==> src/rtl/timer_pkg.sv <==
// Shared definitions for the timer family: state encoding and a counter-width helper.
package timer_pkg;

  typedef logic [1:0] state_t;

  localparam state_t ST_IDLE  = 2'd0;
  localparam state_t ST_RUN   = 2'd1;
  localparam state_t ST_PAUSE = 2'd2;
  localparam state_t ST_DONE  = 2'd3;

  // Bits needed to hold values 0..n-1; never less than one bit.
  function automatic int bits_for(input int n);
    return (n < 2) ? 1 : $clog2(n);
  endfunction

endpackage

==> src/rtl/ms_prescaler.sv <==
// Divides the clock down to a one-cycle tick per millisecond while enabled.
module ms_prescaler
  import timer_pkg::*;
#(
  parameter int CLKS_PER_MS = 50000
) (
  input  logic clk,
  input  logic reset,
  input  logic en,
  input  logic clr,
  output logic tick
);

  localparam int PW = bits_for(CLKS_PER_MS);
  localparam logic [PW-1:0] TERM = PW'(CLKS_PER_MS - 1);

  logic [PW-1:0] cnt_q;
  logic [PW-1:0] cnt_d;

  assign tick = en && (cnt_q == TERM);

  always_comb begin
    cnt_d = cnt_q;
    if (clr) begin
      cnt_d = '0;
    end else if (en) begin
      cnt_d = tick ? '0 : cnt_q + 1'b1;
    end
  end

  always_ff @(posedge clk or negedge reset) begin
    if (!reset) begin
      cnt_q <= '0;
    end else begin
      cnt_q <= cnt_d;
    end
  end

endmodule

==> src/rtl/countdown_timer.sv <==
// Loadable millisecond countdown with pause/resume, warning level and expiry pulse.
module countdown_timer
  import timer_pkg::*;
#(
  parameter int MAX_MS      = 5000,
  parameter int CLKS_PER_MS = 50000,
  parameter int WARN_MS     = 1000,
  localparam int MS_W       = $clog2(MAX_MS + 1)
) (
  input  logic            clk,
  input  logic            reset,
  input  logic            load,
  input  logic [MS_W-1:0] load_ms,
  input  logic            start,
  input  logic            pause,
  output logic [MS_W-1:0] remaining_ms,
  output logic            running,
  output logic            warning,
  output logic            expired,
  output logic            done,
  output state_t          state_dbg
);

  localparam logic [MS_W-1:0] MAX_V  = MS_W'(MAX_MS);
  localparam logic [MS_W-1:0] WARN_V = (WARN_MS > MAX_MS) ? MS_W'(MAX_MS) : MS_W'(WARN_MS);

  state_t          state_q, state_d;
  logic [MS_W-1:0] rem_q, rem_d;
  logic            expired_q, expired_d;
  logic            pre_en, pre_clr, tick;

  // Control inputs are plain strobes sampled every edge; there is no handshake
  // and load always outranks start/pause.
  assign pre_en = (state_q == ST_RUN) && !load;

  ms_prescaler #(
    .CLKS_PER_MS(CLKS_PER_MS)
  ) u_prescaler (
    .clk  (clk),
    .reset(reset),
    .en   (pre_en),
    .clr  (pre_clr),
    .tick (tick)
  );

  always_comb begin
    state_d   = state_q;
    rem_d     = rem_q;
    expired_d = 1'b0;
    pre_clr   = 1'b0;
    if (load) begin
      rem_d   = (load_ms > MAX_V) ? MAX_V : load_ms;
      state_d = ST_IDLE;
      pre_clr = 1'b1;
    end else begin
      case (state_q)
        ST_IDLE: begin
          if (start) begin
            if (rem_q != '0) begin
              state_d = ST_RUN;
              pre_clr = 1'b1;
            end else begin
              state_d   = ST_DONE;
              expired_d = 1'b1;
            end
          end
        end
        ST_RUN: begin
          // A tick on the same edge as pause still lands; reaching zero beats pause.
          if (tick && (rem_q != '0)) begin
            rem_d = rem_q - 1'b1;
            if (rem_q == MS_W'(1)) begin
              state_d   = ST_DONE;
              expired_d = 1'b1;
            end else if (pause) begin
              state_d = ST_PAUSE;
            end
          end else if (pause) begin
            state_d = ST_PAUSE;
          end
        end
        ST_PAUSE: begin
          if (start) begin
            state_d = ST_RUN;
          end
        end
        default: begin
          rem_d = '0;
        end
      endcase
    end
  end

  always_ff @(posedge clk or negedge reset) begin
    if (!reset) begin
      state_q   <= ST_IDLE;
      rem_q     <= '0;
      expired_q <= 1'b0;
    end else begin
      state_q   <= state_d;
      rem_q     <= rem_d;
      expired_q <= expired_d;
    end
  end

  assign remaining_ms = rem_q;
  assign running      = (state_q == ST_RUN);
  assign done         = (state_q == ST_DONE);
  assign warning      = ((state_q == ST_RUN) || (state_q == ST_PAUSE)) && (rem_q <= WARN_V);
  assign expired      = expired_q;
  assign state_dbg    = state_q;

endmodule

==> config.mk <==
export PLATFORM = sky130hd
export DESIGN_NAME = countdown_timer
export DESIGN_NICKNAME = d
export VERILOG_FILES = /design/src/rtl/timer_pkg.sv /design/src/rtl/ms_prescaler.sv /design/src/rtl/countdown_timer.sv
export SDC_FILE = /design/constraint.sdc
export NUM_CORES = 1
export LEC_CHECK = 0
export CELL_PAD_IN_SITES_DETAIL_PLACEMENT = 1
export CELL_PAD_IN_SITES_GLOBAL_PLACEMENT = 2
export CORE_UTILIZATION = 28
export CTS_BUF_LIST = sky130_fd_sc_hd__clkbuf_4 sky130_fd_sc_hd__clkbuf_8
export DETAILED_ROUTE_END_ITERATION = 6
export PLACE_DENSITY = 0.83
export REMOVE_ABC_BUFFERS = 1
export SLEW_MARGIN = 20
export SYNTH_ARGS = -nofsm -noshare
export SYNTH_HDL_FRONTEND = slang
export SYNTH_SLANG_ARGS = --single-unit
==> constraint.sdc <==
create_clock -name clk -period 2.7 [get_ports clk]
set_input_delay 0.54 -clock clk [delete_from_list [all_inputs] [get_ports clk]]
set_output_delay 0.54 -clock clk [all_outputs]
set_load 0.01 [all_outputs]
== After elaboration in Yosys (flattened, before gate mapping) ==
Index checks and enable logic that the tools add are counted.

* Muxes and demuxes: 25
* Magnitude comparators: 2
* Reduce and logical (&&, ||, !) cells: 13
* Add/subtract/negate cells: 2
* Equal/unequal tests: 9

{| class="wikitable"
|+ Operator list
! kind !! count
|-
| 16-bit 2-to-1 mux || 3
|-
| 13-bit 2-to-1 mux || 3
|-
| 13-bit one-hot mux with 2 select lines || 1
|-
| 16-bit by 1-bit adder with 16-bit output (second input constant) || 1
|-
| 16-bit == test (second input constant) || 1
|-
| 2-bit 2-to-1 mux || 7
|-
| 13-bit by 1-bit == test with 1-bit output (second input constant) || 1
|-
| 13-bit > comparator (second input constant) || 1
|-
| 13-bit by 10-bit less-or-equal comparator with 1-bit output (second input constant) || 1
|-
| 13-bit nonzero test || 1
|-
| 13-bit by 1-bit subtractor with 13-bit output (second input constant) || 1
|-
| 1-bit 2-to-1 mux || 9
|-
| 3-bit inequality test (second input constant) || 2
|-
| 2-bit one-hot mux with 3 select lines || 1
|-
| 2-bit == test (second input constant) || 2
|-
| 1-bit logical AND || 4
|-
| 4-bit nonzero test || 1
|-
| 3-bit by 2-bit inequality test with 1-bit output (second input constant) || 1
|-
| 3-bit AND reduction || 1
|-
| 2-bit by 1-bit == test with 1-bit output (second input constant) || 1
|-
| 2-bit zero test || 1
|-
| 2-bit by 1-bit inequality test with 1-bit output (second input constant) || 1
|-
| 1-bit one-hot mux with 2 select lines || 1
|-
| 2-bit AND reduction || 1
|-
| other kinds (4) || 4
|}

* Bits of input ports: 18
* Logic and storage cells: 55
* Bits in registers: 32
* Output and inout port bits: 19

== Depth between registers and ports, before layout ==
Gate-level depths: netlist of the first run.

* Depth after elaboration: 7
* Gate-level depth with buffers: 8
* Gate-level depth less buffers: 7

== Cells and area by module ==
A second synthesis of the first run with hierarchy kept.

* Cell total of the unflattened synthesis: 242
* Area, all modules: 2225.9 um^2

{| class="wikitable"
|+ By module, submodules not included
! module !! cells each !! area an instance (um^2) !! times used !! seq. area each (um^2)
|-
| countdown_timer || 153 || 1342.5 || 1 || 400.4
|-
| ms_prescaler || 89 || 883.3 || 1 || 400.4
|}

== Least setup slack after synthesis of the first run ==
No wires, ideal clock.

* Path type: register -> register
* Start: register state_q[1] (netlist: state_dbg[1])
* End: register u_prescaler.cnt_q[14]
* Stages on the path, launching flop included: 8
* Library setup time: 0.077 ns
* Required time: 2.623 ns
* Setup slack: 0.579 ns
* Path buffers: 1
* Data arrival time: 2.044 ns
* Period minus slack after synthesis: 2.121 ns
* Cell sequence: dfrtp_1 > inv_1 > ha_1 > nand2b_1 > clkbuf_1 > or3_4 > or4_1 > o21ai_1

* Cells in the longest elaborated chain, start to end: 6
* Elaborated cells on any way between the ends: 10
* Those cells by class: eq/ne: 1; mux: 5; reduce/logical: 4

{| class="wikitable"
|+ RTL lines
! element !! line !! text
|-
| from (decl) || countdown_timer.sv:27 || <nowiki>state_t state_q, state_d;</nowiki>
|-
| from (signal assigned) || countdown_timer.sv:100 || <nowiki>state_q <= state_d;</nowiki>
|-
| 2-bit by 1-bit == test with 1-bit output * || - ||
|-
| named net running || countdown_timer.sv:17 || <nowiki>output logic running,</nowiki>
|-
| 1-bit logical AND * || countdown_timer.sv:34 || <nowiki>assign pre_en = (state_q == ST_RUN) && !load;</nowiki>
|-
| 1-bit logical AND || ms_prescaler.sv:20 || <nowiki>assign tick = en && (cnt_q == TERM);</nowiki>
|-
| 16-bit 2-to-1 mux || ms_prescaler.sv:27 || <nowiki>cnt_d = tick ? '0 : cnt_q + 1'b1;</nowiki>
|-
| 16-bit 2-to-1 mux || ms_prescaler.sv:26 || <nowiki>end else if (en) begin</nowiki>
|-
| 16-bit 2-to-1 mux || ms_prescaler.sv:24 || <nowiki>if (clr) begin</nowiki>
|-
| to (signal assigned) || ms_prescaler.sv:35 || <nowiki>cnt_q <= cnt_d;</nowiki>
|-
| to (decl) || ms_prescaler.sv:17 || <nowiki>logic [PW-1:0] cnt_q;</nowiki>
|}

The timed path passes the listed nets; every way through them passes the cells marked *. The select of a mux whose other input is x is not followed.
A chain may end at the register's enable or synchronous reset.

== Final worst setup path of the first run ==
* Start: register rem_q[1] (netlist: remaining_ms[1])
* End: output port warning

* Cells in the longest elaborated chain, start to end: 2

{| class="wikitable"
|+ RTL lines
! element !! line !! text
|-
| from (decl) || countdown_timer.sv:28 || <nowiki>logic [MS_W-1:0] rem_q, rem_d;</nowiki>
|-
| from (signal assigned) || countdown_timer.sv:101 || <nowiki>rem_q <= rem_d;</nowiki>
|-
| 13-bit by 10-bit less-or-equal comparator with 1-bit output || countdown_timer.sv:109 || <nowiki>assign warning = ((state_q == ST_RUN) || (state_q == ST_PAUSE)) && (rem_q <= WARN_V);</nowiki>
|-
| 1-bit logical AND || countdown_timer.sv:109 ||
|-
| to (decl) || countdown_timer.sv:18 || <nowiki>output logic warning,</nowiki>
|}

No other way between the ends.

==> flow_summary.json, run 1 <==
{
  "cts.path.max_buffers": 2,
  "syn_avg_cell_area_um2": 8.448,
  "fill_cells": 900,
  "port-buffer-count": 36,
  "track_usage": 0.1744,
  "cts_buffers": 5,
  "path_max_fanout": 5,
  "dr.max_layer_used": "met4",
  "placed_cells": 397,
  "start_util": 0.2958,
  "ys_warn_count": 0,
  "multiInputGateArea_mm2": 0.001285,
  "pre_cts_slack_ps": 322.5,
  "status": "finished clean",
  "via_per_inst": 5.368,
  "drt-pass1-iter-count": 4,
  "coreArea_mm2": 0.007370,
  "die_area_mm2": 0.008141,
  "synth_area_leaders": "dfrtp_1 (37%), nor2_1 (5.9%), o21ai_0 (5.7%)",
  "path_clk_slew_ps": 80,
  "io_pins": 37,
  "ys_types": 51,
  "wl_met2_um": 3301,
  "synth_top_area_share": 0.3674,
  "min_period_over_period": 0.8897,
  "final.setup.worst_slack_ps": 297.8,
  "root_buffer": "clkbuf_8",
  "fin_skew_ps": 13.12,
  "cts_num_sinks": 32,
  "post_dp_cell_area_mm2": 0.002728,
  "finalHoldViolCount": 0,
  "final_core_util": 0.3851,
  "tightest_slew_ps": 691.6,
  "cts_tree": "yes",
  "h-tree-depth": 2,
  "timing.rr.end": "remaining_ms[1]",
  "wl_met1_um": 3096,
  "drc": 0,
  "gp_congestion": 0.8410,
  "grt_pass1_wl_um": 11520,
  "grt_max_degree": 33,
  "antenna_found_initial": 0,
  "r2r_start": "u_prescaler.cnt_q[5]",
  "synth-seq-cells": 32,
  "nets": 331,
  "start_kind": "register",
  "dieWidth_um": 90.23,
  "fin_area_mm2": 0.002838,
  "reg2reg_depth": 5,
  "totalWireLength_um": 6706,
  "dp_hpwl_um": 5055,
  "finalMaxSlewViolations": 0,
  "setup_tns_ps": 0,
  "synth.largest_area_cell": "dfrtp_1",
  "stdcell_count": 405,
  "met3_length_um": 242,
  "fmax_ghz": 0.4163,
  "whs_ps": 537.0,
  "num_rows": 31,
  "ir_drop_v": 0.0003003,
  "postSynthCellCount": 258,
  "grt_overflow_total": 0,
  "async_flop_share": 1.000,
  "clk_latency_ps": 300,
  "layout-drive-gt1-share": 0.1046,
  "period_needed_ps": 2402,
  "endpoint_kind": "primary output",
  "leakagePower_nw": 1.108,
  "drv_cap": 0,
  "yosysSeqAreaShare": 0.3674,
  "hold_depth": 1,
  "critPathLaunch": "remaining_ms[1]",
  "dr.first_iter.drc_count": 56,
  "synthTopCellsByCount": "nor2_1 (34), dfrtp_1 (32), o21ai_0 (25)",
  "final_antenna_net_count": 0,
  "synth-edff-count": 0,
  "via_count": 2174,
  "diodes": 0,
  "hold_class": "reg -> reg",
  "synth.most_common_cell": "nor2_1",
  "synth-main-ff-cell": "dfrtp_1",
  "path_class": "reg -> out",
  "die_h_um": 90.23,
  "worstSetupEndpoint": "warning",
  "pwr_density_cell_mw_per_mm2": 811.5,
  "syn_area_mm2": 0.002180,
  "worstPathArrival_ps": 1860,
  "setup_viol": 0,
  "reg2reg_slack_ps": 390,
  "grt_pass1_vias": 2290,
  "worstPathRequired_ps": 2160,
  "rsz0062_at_grt": "no",
  "routedWlPerCell_um": 16.56,
  "syn_to_final_growth_pct": 30.20,
  "power_mw": 2.303,
  "slew_headroom": 0.5347,
  "seq_area_um2": 800.8
}
## routing by layer
| layer | GRT usage | vias up |
|---|---|---|
| li1 | - | 1044 |
| met1 | 0.2212 | 1082 |
| met2 | 0.3022 | 41 |
| met3 | 0.03638 | 7 |
| met4 | 0.04032 | 0 |
| met5 | 0 | - |
## worst max-delay path, stage by stage (launching register included)
cell and delay, ps:
dfrtp_1 420, inv_1 110, ha_1 180, nand2b_1 60
a21oi_1 140, nor3_1 80, nor4bb_1 260, dlygate4sd2_1 310
## registers in the layout, summed over array words and instances (netlist names)
name / cells
u_prescaler.cnt_q: 16
remaining_ms: 13
state_dbg: 2
expired: 1
## cell usage in the layout (no fill, tap or decap), drive strengths merged, types with 7 or more instances in the layout
cell	count
o21ai	29
nor2	34
dfrtp	32
nor3	16
nand3	8
clkdlybuf4s50	35
xor2	7
buf	14
ha	8
nand2	17
inv	14
a21oi	13
## worst min-delay path by stage
stage | startpoint | end | slack [ps]
2_1_floorplan | reset | expired | 240
3_3_place_gp | u_prescaler.cnt_q[0] | u_prescaler.cnt_q[0] | 510
3_5_place_dp | u_prescaler.cnt_q[0] | u_prescaler.cnt_q[0] | 520
4_1_cts | u_prescaler.cnt_q[0] | u_prescaler.cnt_q[0] | 530
5_1_grt | u_prescaler.cnt_q[0] | u_prescaler.cnt_q[0] | 550
6_report | u_prescaler.cnt_q[0] | u_prescaler.cnt_q[0] | 540
## logic make-up after synthesis
| logic type | share of synthesized area |
|---|---|
| compound gates | 0.2285 |
| fa+ha+maj | 0.04593 |
| buf+inv | 0.04305 |
| simple gates | 0.2738 |
| flops | 0.3674 |
| mux | 0.005166 |
| xor+xnor | 0.03617 |
## final cells by class
class,instances,area share
clock inverters,3,0.01499
clock buffers,5,0.02425
flip-flops and latches,32,0.2822
multi-input cells,202,0.4528
inverters,14,0.01852
repair buffers,50,0.1636
well taps,99,0.04365
## power by group
part	leakage [nW]	switching, mW	internal [mW]
sequential	0.428	0.150	0.563
combinational	0.626	0.601	0.506
clock	0.0541	0.210	0.273
total	1.11	0.961	1.34
## timing repair
action                                 CTS  global route
gates resized for setup                  1             0
buffers inserted                         0             0
hold buffers                             0             0
setup endpoints to repair                1             0
endpoints found under the hold margin    0             0
(Power assumes the default switching activity.)
==> run 2: changes to the inputs <==
--- a/config.mk
+++ b/config.mk
@@ -7,6 +7,7 @@
 export LEC_CHECK = 0
 export CELL_PAD_IN_SITES_DETAIL_PLACEMENT = 1
 export CELL_PAD_IN_SITES_GLOBAL_PLACEMENT = 2
+export CORE_MARGIN = 2
 export CORE_UTILIZATION = 28
 export CTS_BUF_LIST = sky130_fd_sc_hd__clkbuf_4 sky130_fd_sc_hd__clkbuf_8
 export DETAILED_ROUTE_END_ITERATION = 6
==> flow_summary.json, run 2 (synthesis gave the netlist of run 1 again) <==
{
  "via_per_inst": 5.270,
  "rsz0062_at_grt": "no",
  "setup_tns_ps": 0,
  "hold_depth": 1,
  "totalWireLength_um": 6613,
  "layout-drive-gt1-share": 0.1046,
  "h-tree-depth": 2,
  "path_max_fanout": 5,
  "hold_class": "reg -> reg",
  "dp_hpwl_um": 5103,
  "ctsHoldBuffers": 0,
  "leakagePower_nw": 1.109,
  "cts_tree": "yes",
  "num_rows": 32,
  "die_h_um": 92.23,
  "drt-pass1-iter-count": 4,
  "final_antenna_net_count": 0,
  "finalMaxSlewViolations": 0,
  "power_mw": 2.241,
  "grt_overflow_total": 0,
  "stdcell_count": 408,
  "coreArea_mm2": 0.007647,
  "diodes": 0,
  "layout_commonest_cell": "clkdlybuf4s50_1",
  "grt_max_degree": 33,
  "slew_headroom": 0.5754,
  "tightest_slew_ps": 631.1,
  "port-buffer-count": 36,
  "grt_use_met2": 0.2960,
  "path_clk_slew_ps": 60,
  "placed_cells": 401,
  "fmax_ghz": 0.4075,
  "start_kind": "register",
  "endpoint_kind": "primary output",
  "multiInputGateArea_mm2": 0.001285,
  "largest_reg_flops": 16,
  "worstPathRequired_ps": 2160,
  "use_met3": 0.02794,
  "setup_viol": 0,
  "antenna_found_initial": 0,
  "root_buffer": "clkbuf_8",
  "final_cell_mix": "clkdlybuf4s50_1 (35), nor2_1 (34), dfrtp_1 (32)",
  "fill_cells": 939,
  "syn_to_final_growth_pct": 30.02,
  "status": "finished clean",
  "die_area_mm2": 0.008506,
  "pwr_density_cell_mw_per_mm2": 790.9,
  "start_util": 0.2850,
  "ir_drop_v": 0.0002319,
  "clk_latency_ps": 290,
  "largest_register": "u_prescaler.cnt_q",
  "grt_pass1_wl_um": 11230,
  "final_core_util": 0.3706,
  "track_usage": 0.1644,
  "cts.path.max_buffers": 2,
  "reg2reg_depth": 5,
  "cts_buffers": 5,
  "cts_num_sinks": 32,
  "worstPathArrival_ps": 1910,
  "io_pins": 37,
  "dieWidth_um": 92.23,
  "fin_skew_ps": 11.05,
  "post_dp_cell_area_mm2": 0.002739,
  "drc": 0,
  "grt_pass1_vias": 2338,
  "min_period_over_period": 0.9090,
  "period_needed_ps": 2454,
  "post_cts_buffers": 0,
  "grt_use_met1": 0.1966,
  "cts_resized": 1,
  "grt-busiest-layer": "met2",
  "dr.first_iter.drc_count": 79,
  "via_count": 2150,
  "routedWlPerCell_um": 16.21,
  "path_class": "reg -> out",
  "fin_area_mm2": 0.002834,
  "gp_congestion": 0.8128,
  "drv_cap": 0,
  "nets": 332,
  "seq_area_um2": 800.8,
  "finalHoldViolCount": 0
}
-- run 2: area by class of cell --
class | instances | share of cell area
multi-input cells | 202 | 0.4534
flip-flops and latches | 32 | 0.2826
clock buffers | 7 | 0.03400
well taps | 102 | 0.04503
repair buffers | 51 | 0.1664
inverters | 14 | 0.01854
-- run 2: worst paths after layout --
| kind | slack (ps) | startpoint | endpoint |
|---|---|---|---|
| hold / removal | 540 | u_prescaler.cnt_q[0] | u_prescaler.cnt_q[0] |
| min in group asynchronous | 650 | reset | remaining_ms[9] |
| setup reg to reg | 430 | u_prescaler.cnt_q[4] | remaining_ms[0] |
| setup / recovery | 250 | remaining_ms[1] | warning |
| hold reg to reg | 540 | u_prescaler.cnt_q[0] | u_prescaler.cnt_q[0] |
| max in group asynchronous | 1730 | reset | u_prescaler.cnt_q[2] |
-- run 2: metal layers --
layer,routed length (um),share of wire
met1,2868,0.43
met2,3387,0.51
met3,189,0.029
met4,167,0.025
met5,0,0
-- run 2: critical path, cell delays in order, from the launching register on --
cell and delay [ps]:
dfrtp_1 410, inv_1 110, ha_1 190, nand2b_1 60
a21oi_1 140, nor3_1 70, nor4bb_1 340, dlygate4sd2_1 310
-- run 2: power breakdown --
group	internal (mW)	leakage (nW)	switching, mW
clock	0.227	0.0503	0.187
combinational	0.510	0.631	0.605
sequential	0.563	0.428	0.148
-- run 2: stage by stage --
stage	hold WS (ps)	setup slack (ps)
after floorplan	244.4	342.4
after global placement	513.4	297.5
after detailed placement	522.4	245.4
after CTS	533.7	238.2
after global routing	569.4	154.5
final	539.0	245.8
==> run 3: changes to the inputs <==
--- a/config.mk
+++ b/config.mk
@@ -11,9 +11,10 @@
 export CORE_UTILIZATION = 28
 export CTS_BUF_LIST = sky130_fd_sc_hd__clkbuf_4 sky130_fd_sc_hd__clkbuf_8
 export DETAILED_ROUTE_END_ITERATION = 6
-export PLACE_DENSITY = 0.83
+export PLACE_DENSITY = 0.81
 export REMOVE_ABC_BUFFERS = 1
-export SLEW_MARGIN = 20
+export SLEW_MARGIN = 0
 export SYNTH_ARGS = -nofsm -noshare
 export SYNTH_HDL_FRONTEND = slang
 export SYNTH_SLANG_ARGS = --single-unit
+export TNS_END_PERCENT = 30
==> flow_summary.json, run 3 (synthesis gave the netlist of run 1 again) <==
{
  "grt_max_degree": 33,
  "post_cts_buffers": 0,
  "dr.first_iter.drc_count": 82,
  "grt_pass1_wl_um": 11500,
  "combPwrFrac": 0.512,
  "syn_to_final_growth_pct": 30.08,
  "power_mw": 2.229,
  "diodes": 0,
  "gp_congestion": 0.8547,
  "whs_ps": 545.7,
  "setup_viol": 0,
  "cts_tree": "yes",
  "wl_met1_um": 3029,
  "fmax_ghz": 0.4202,
  "slew_headroom": 0.5707,
  "final_cell_mix": "clkdlybuf4s50_1 (35), nor2_1 (34), dfrtp_1 (32)",
  "drv_cap": 0,
  "intPower_mw": 1.281,
  "totalWireLength_um": 6802,
  "reg2reg_depth": 5,
  "path_cells": "or4b_4, nor4_4, o21ai_1, buf_12, a221o_1",
  "critPathMaxStageDelay_ps": 580,
  "cts_num_sinks": 32,
  "cts_buffers": 5,
  "path_max_fanout": 20,
  "met3_length_um": 169,
  "leakagePower_nw": 1.119,
  "root_buffer": "clkbuf_8",
  "io_pins": 37,
  "via_per_inst": 5.250,
  "fin_skew_ps": 15.05,
  "dr.max_layer_used": "met4",
  "p_sw_mw": 0.9483,
  "finalHoldViolCount": 0,
  "status": "finished clean",
  "antenna_found_initial": 0,
  "drt-pass1-iter-count": 4,
  "rsz0062_at_grt": "no",
  "r2r_start": "u_prescaler.cnt_q[4]",
  "min_period_over_period": 0.8813,
  "dp_hpwl_um": 5214,
  "die_area_mm2": 0.008506,
  "worstPathRequired_ps": 2860,
  "nets": 332,
  "dieWidth_um": 92.23,
  "largest_register": "u_prescaler.cnt_q",
  "setup_tns_ps": 0,
  "largest_reg_flops": 16,
  "layout_commonest_cell": "clkdlybuf4s50_1",
  "path_class": "reg -> reg",
  "hold_depth": 2,
  "pwr-share-seq": 0.322,
  "ir_drop_v": 0.0001752,
  "endpoint_kind": "register",
  "pwr_density_cell_mw_per_mm2": 786.3,
  "path_clk_slew_ps": 70,
  "clk_latency_ps": 290,
  "final_antenna_net_count": 0,
  "track_usage": 0.1705,
  "port-buffer-count": 36,
  "cts.path.max_buffers": 2,
  "die_h_um": 92.23,
  "p_clk_frac": 0.166,
  "grt_pass1_vias": 2329,
  "via_count": 2142,
  "switching_share": 0.4254,
  "cp_slowest_cell": "or4b_4",
  "timing.rr.end": "remaining_ms[1]",
  "drc": 0,
  "hold_class": "reg -> reg",
  "start_util": 0.2850,
  "coreArea_mm2": 0.007647,
  "worst_hold_path.endpoint": "u_prescaler.cnt_q[15]",
  "start_kind": "register",
  "worstPathArrival_ps": 2540,
  "hp-start": "u_prescaler.cnt_q[15]",
  "period_needed_ps": 2380,
  "reg2reg_slack_ps": 320,
  "grt_overflow_total": 0,
  "routedWlPerCell_um": 16.67,
  "layout-drive-gt1-share": 0.1046,
  "tightest_slew_ps": 638.1,
  "finalMaxSlewViolations": 0,
  "h-tree-depth": 2,
  "wl_met2_um": 3532,
  "num_rows": 32
}
run 3: layout make-up:
| type | instances | area, um2 |
|---|---|---|
| inverter | 14 | 52.55 |
| multi-input combinational | 202 | 1285 |
| sequential | 32 | 800.8 |
| fill | 905 | 4812 |
| tap | 102 | 127.6 |
| clock inverter | 1 | 5.005 |
| timing repair buffer | 51 | 488.0 |
| clock buffer | 6 | 76.32 |
run 3: worst max-delay path by stage:
stage	from	to	slack, ps	depth (start not counted)
final	u_prescaler.cnt_q[4]	remaining_ms[1]	320	5
after global routing	remaining_ms[1]	warning	150	7
after CTS	remaining_ms[1]	warning	1	7
after detailed placement	load	u_prescaler.cnt_q[14]	240	5
after global placement	load	u_prescaler.cnt_q[14]	310	5
after floorplan	state_dbg[1]	remaining_ms[0]	340	6
run 3: worst max-delay path: cells and delay by family, from the launching register on:
| family | cells | cell delay, ps |
|---|---|---|
| AND/OR/NAND/NOR | 2 | 1060 |
| flip-flops | 1 | 440 |
| buffers and inverters | 1 | 200 |
| AO/OA/AOI/OAI | 2 | 560 |
run 3: through the flow:
| step | utilization | setup slack, ps | cells | instance area [um2] |
|---|---|---|---|---|
| CTS | 0.3704 | 1.214 | 408 | 2833 |
| floorplan | - | 342.4 | 248 | 2138 |
| global placement | 0.3598 | 310.5 | 401 | 2751 |
| finish | 0.3707 | 320.4 | 408 | 2835 |
| detailed placement | 0.3598 | 243.1 | 401 | 2751 |
| global route | 0.3707 | 153.0 | 408 | 2835 |
run 3: routing by layer:
metal,up-vias,track usage
met5,-,0
met4,0,0.04478
met3,9,0.02712
met2,29,0.3033
met1,1060,0.2142
li1,1044,-
run 3: what timing repair did:
item	4_1_cts	5_1_grt
resized for setup	0	1
endpoints found under the setup margin	0	1
hold buffers	0	0
run 3: power by group through the flow:
stage                     registers [mW]  logic (mW)  clock network [mW]
after global placement             0.725        1.14                   0
after detailed placement           0.728        1.15                   0
after floorplan                    0.749       0.543                   0
after CTS                          0.719        1.16               0.389
after global routing               0.736        1.28               0.408
final                              0.717        1.14               0.370
